### src/rtl/sram_ctrl_256x288.sv
// sram_ctrl_256x288: request front-end for a 256x288 masked single-port SRAM
// (32 lanes of 9 bits) with an in-order read response FIFO.
// Optional feature: define SRAM_PARITY_EN for per-byte even parity generation,
// checking and a saturating error counter.
module sram_ctrl_256x288 #(
    parameter int RSP_DEPTH = 2
) (
    input  logic         clock,
    input  logic         resetn,
    input  logic         req_valid,
    output logic         req_ready,
    input  logic         req_write,
    input  logic [7:0]   req_addr,
    input  logic [255:0] req_wdata,
    input  logic [31:0]  req_wmask,
    output logic         rsp_valid,
    input  logic         rsp_ready,
    output logic [255:0] rsp_rdata,
    output logic [31:0]  rsp_perr,
    output logic [7:0]   perr_count,
    output logic         sram_valid,
    output logic         sram_write,
    output logic [7:0]   sram_addr,
    output logic [287:0] sram_wdata,
    output logic [31:0]  sram_wmask,
    input  logic [287:0] sram_rdata
);
    localparam int PW = (RSP_DEPTH > 1) ? $clog2(RSP_DEPTH) : 1;
    localparam int CW = PW + 1;
    localparam logic [CW-1:0] DEPTH_C = CW'(RSP_DEPTH);

    logic          accept;
    logic          push;
    logic          pop;
    logic          inflight_q, inflight_d;
    logic [CW-1:0] count_q, count_d;
    logic [PW-1:0] wptr_q, wptr_d;
    logic [PW-1:0] rptr_q, rptr_d;
    logic [255:0]  rd_bytes;
    logic [31:0]   wr_par;
    logic [255:0]  data_mem [RSP_DEPTH];

    // Ready counts the read already issued to the SRAM so the FIFO can never
    // overflow; it looks only at registered state, so a pop frees a slot one
    // cycle later.
    assign req_ready  = resetn && ((count_q + CW'(inflight_q)) < DEPTH_C);
    assign accept     = req_valid & req_ready;
    assign sram_valid = accept;
    assign sram_write = req_write;
    assign sram_addr  = req_addr;
    assign sram_wmask = req_wmask;

    // SRAM read data returns the cycle after issue and goes straight in the FIFO
    assign push      = inflight_q;
    assign rsp_valid = (count_q != '0);
    assign pop       = rsp_valid & rsp_ready;
    assign rsp_rdata = data_mem[rptr_q];

    // Byte lanes map onto the low 8 bits of each 9-bit SRAM lane
    generate
        for (genvar gi = 0; gi < 32; gi++) begin : g_lane
            assign sram_wdata[9*gi +: 8] = req_wdata[8*gi +: 8];
            assign sram_wdata[9*gi + 8]  = wr_par[gi];
            assign rd_bytes[8*gi +: 8]   = sram_rdata[9*gi +: 8];
        end
    endgenerate

`ifdef SRAM_PARITY_EN
    logic [31:0] rd_perr;
    logic [31:0] perr_mem [RSP_DEPTH];
    logic [7:0]  perr_count_q, perr_count_d;

    // Even parity: stored ninth bit makes each 9-bit lane XOR to zero
    generate
        for (genvar gi = 0; gi < 32; gi++) begin : g_par
            assign wr_par[gi]  = ^req_wdata[8*gi +: 8];
            assign rd_perr[gi] = ^sram_rdata[9*gi +: 9];
        end
    endgenerate

    // Count pushed responses that carry any lane error, saturating at 255
    always_comb begin
        perr_count_d = perr_count_q;
        if (push && (rd_perr != '0) && (perr_count_q != 8'hFF)) begin
            perr_count_d = perr_count_q + 8'd1;
        end
    end

    // Error counter register
    always_ff @(posedge clock or negedge resetn) begin
        if (!resetn) begin
            perr_count_q <= '0;
        end else begin
            perr_count_q <= perr_count_d;
        end
    end

    // Error flags travel with the data entry
    always_ff @(posedge clock) begin
        if (push) begin
            perr_mem[wptr_q] <= rd_perr;
        end
    end

    assign rsp_perr   = perr_mem[rptr_q];
    assign perr_count = perr_count_q;
`else
    logic [31:0] unused_par;

    // Lane parity bits from the SRAM are deliberately dropped
    generate
        for (genvar gi = 0; gi < 32; gi++) begin : g_nopar
            assign unused_par[gi] = sram_rdata[9*gi + 8];
        end
    endgenerate

    assign wr_par     = '0;
    assign rsp_perr   = '0;
    assign perr_count = '0;
`endif

    // Next-state for in-flight flag, FIFO pointers and occupancy
    always_comb begin
        inflight_d = accept & ~req_write;
        wptr_d     = wptr_q + PW'(push);
        rptr_d     = rptr_q + PW'(pop);
        count_d    = count_q;
        case ({push, pop})
            2'b10:   count_d = count_q + CW'(1);
            2'b01:   count_d = count_q - CW'(1);
            default: count_d = count_q;
        endcase
    end

    // Control state registers; reset discards any buffered or pending read
    always_ff @(posedge clock or negedge resetn) begin
        if (!resetn) begin
            inflight_q <= 1'b0;
            count_q    <= '0;
            wptr_q     <= '0;
            rptr_q     <= '0;
        end else begin
            inflight_q <= inflight_d;
            count_q    <= count_d;
            wptr_q     <= wptr_d;
            rptr_q     <= rptr_d;
        end
    end

    // Response data storage
    always_ff @(posedge clock) begin
        if (push) begin
            data_mem[wptr_q] <= rd_bytes;
        end
    end

endmodule

### config.mk
export PLATFORM = sky130hd
export DESIGN_NAME = sram_ctrl_256x288
export DESIGN_NICKNAME = d
export VERILOG_FILES = /design/src/rtl/sram_ctrl_256x288.sv
export SDC_FILE = /design/constraint.sdc
export NUM_CORES = 1
export LEC_CHECK = 0
export CORE_AREA = 8 8 464 466
export DETAILED_ROUTE_END_ITERATION = 6
export DIE_AREA = 0 0 472 474
export SYNTH_ARGS = -nofsm -noshare
export SYNTH_HDL_FRONTEND = slang
export SYNTH_SLANG_ARGS = --single-unit
### constraint.sdc
create_clock -name clock -period 8.6 [get_ports clock]
set_clock_uncertainty 0.2 [all_clocks]
set_input_delay 0.86 -clock clock [delete_from_list [all_inputs] [get_ports clock]]
set_output_delay 0.86 -clock clock [all_outputs]
set_load 0.03 [all_outputs]
==> flow_summary.toml <==
[outcome]
outcome = "finished clean"

[layout]
area_growth_pct = 36.4
stdcell_area_um2 = 30700
final_layout_size_suffix_gt1_share_pct = 24.3
mostFrequentLayoutCell = "clkdlybuf4s50_1"
post-route-util_pct = 14.8
layout_common_cells = "520 x clkdlybuf4s50_1, 512 x edfxtp_1, 230 x mux2_4"
fill_cells = 22800
nNetsFinal = 2051

[worst_setup_path]
rr_worst_depth = 3
crit_chain = "buf_12, mux2_2, clkdlybuf4s50_1"
cp_max_fo = 92
critPathCaptureType = "output pin"
critPathLaunch = "rptr_q"
r2r-end = "data_mem[1][190]"
slowest_stage = "dfrtp_4"
required_ns = 7.54
worstPathArrival_ns = 3.42
crit_path_start_kind = "register"
critPathMaxStageDelay_ns = 0.84
setup.worst_path.class = "register to output pin"
rrSetupSlack_ns = 5.08
r2r_start = "inflight_q"

[power_and_ir_drop]
p_leak_nw = 10.2
clkPwrFrac_pct = 32.2
p_sw_share_pct = 32.4
p_int_w = 0.00609
switchingPower_w = 0.00292
seq_power_share_pct = 33.5
ir_drop_mv = 0.212
p_per_area_nw_per_um2 = 293
comb_power_share_pct = 34.4

[yosys]
synthMuxAreaShare_pct = 16.6
syn_area_um2 = 22500
synth.distinct_cells = 20
synth_top_family_by_area = "multiplexers"
ys_ff_latch = 517
yosysSeqAreaShare_pct = 68.8
yosys.area_share.adder_pct = 0.167
syn_area_per_cell_um2 = 18.9
yosys.area_share.simple_pct = 0.189
synth_xor_area_share_pct = 0.194
synth_compound_area_share_pct = 0
synth_warnings = 0
synthCells = 1190

[clock_network]
cts_hold_buffers = 0
cts_resized = 0
cts_htree_levels = 3
post_cts_buffers = 0
cts_root_buf = "clkbuf_16"
clk_pin_slew_ns = 0.05
cts_tree = "done"
cts_made_buffers = 66
clk_latency_ns = 0.64
cts.path.max_buffers = 3
clock-sinks = 517

[die]
coreArea_um2 = 208000
die_h_um = 474
pin_count = 1217
start_util_pct = 10.8
rows = 168
die_w_um = 472
die_area_um2 = 224000

[sta]
setup_viol = 0
fin_crit_ns = 4.48
min_period_over_period_pct = 52.0
slew_headroom_pct = 27.9
rsz0062_at_grt = "no"
max_freq_mhz = 223
drv_slew = 0
hold_viol_final = 0
worst_pin_slew_ns = 1.08
setup_tns_ns = 0

[grt]
grt_max_degree = 103
first_global_vias = 11400
grt_pass1_wl_um = 122000
track_usage_pct = 8.33
grt-ovfl-total = 0
antenna_found_initial = 56

[detailed_routing]
wirelength_um = 98400
vias = 10800
wl_per_cell_um = 23.2
postRouteAntennaNets = 0
first_pass_iters = 6
first_iter_violations = 595
viasPerCell = 2.56
drcViolationCount = 0

[flow_run]
maxCapViolations = 0

[min_path]
min_path_type = "primary input to async pin"

[place]
hpwlAfterDp_um = 79000
portBuffers = 520
gp_congestion = 0.714
dpl_cell_area_um2 = 28400
-- critical path, delay by kind of cell, from the launching register on --
kind	cells	cell delay [ns]
buf+inv	2	1.06
flops	1	0.84
mux	1	0.50
-- power by group through the flow --
stage / clock network, W / logic, W / registers [W]
after CTS: 0.00306 / 0.00317 / 0.00302
after detailed placement: 0 / 0.00316 / 0.00307
final: 0.00290 / 0.00309 / 0.00301
after global routing: 0.00314 / 0.00322 / 0.00303
after floorplan: 0 / 0.00238 / 0.00305
after global placement: 0 / 0.00316 / 0.00306
-- state kept, by name (all words and copies together) (netlist names) --
| register | flops |
|---|---|
| count_q | 2 |
| rptr_q | 1 |
| data_mem | 512 |
| inflight_q | 1 |
| wptr_q | 1 |
-- layer usage --
metal,up-vias,track usage (%),routed length [um]
li1,4525,-,-
met1,5157,6.55,27500
met2,828,13.3,45100
met3,286,8.29,19700
met4,50,4.25,5420
met5,-,1.13,638
-- synthesized netlist by cell type --
master    instances  share of area, %
xnor2_1           2             0.078
and4b_1           1             0.044
nand2_1           1             0.017
ha_1              3              0.17
or2_2             1             0.028
buf_4           369                12
and3_1            1             0.028
and2_1            2             0.056
mux2_4          230                15
nor2_1            1             0.017
inv_1             3             0.050
buf_6            15              0.75
buf_2             2             0.044
mux2_2           26               1.3
buf_8            11              0.73
conb_1            1             0.017
buf_12            1             0.089
xor2_1            3              0.12
edfxtp_1        512                68
dfrtp_1           5              0.56
-- cell families (layout without fill, tap and decap cells) --
family                     after synthesis  count (layout)
DFF                                    517             517
buffers and inverters                  401             650
xor gates and xnor gates                 5               5
other                                    1              85
and+or+nand+nor                          7               7
muxes                                  256             256
adders and majority gates                3               3
-- area by class of cell --
type | count | area [um^2] | area share [%]
Multi-Input combinational cell | 343 | 4170 | 13.6
Clock buffer | 75 | 1710 | 5.56
Sequential cell | 517 | 15500 | 50.5
Antenna cell | 13 | 32.5 | 0.106
Tap cell | 2720 | 3400 | 11.1
Inverter | 3 | 11.3 | 0.0367
Clock inverter | 44 | 563 | 1.83
Timing Repair Buffer | 528 | 5330 | 17.3
-- how the worst max path moves through the flow --
stage                     endpoint  slack (ns)
floorplan           data_mem[0][0]        1.45
global placement        sram_valid        4.72
detailed placement      sram_valid        4.72
CTS                  rsp_rdata[37]        3.98
global route         rsp_rdata[37]        3.98
finish              rsp_rdata[247]        4.12
-- metrics by stage --
stage,hold slack [ns],power [W],setup WS [ns],std cells
2_1_floorplan,0.273,0.00543,1.45,1261
3_3_place_gp,0.295,0.00622,4.72,4111
3_5_place_dp,0.306,0.00623,4.72,4111
4_1_cts,0.185,0.00925,3.98,4230
5_1_grt,0.222,0.00939,3.98,4231
6_report,0.276,0.00901,4.12,4243
Note: power is estimated with default switching activity, not from simulation.
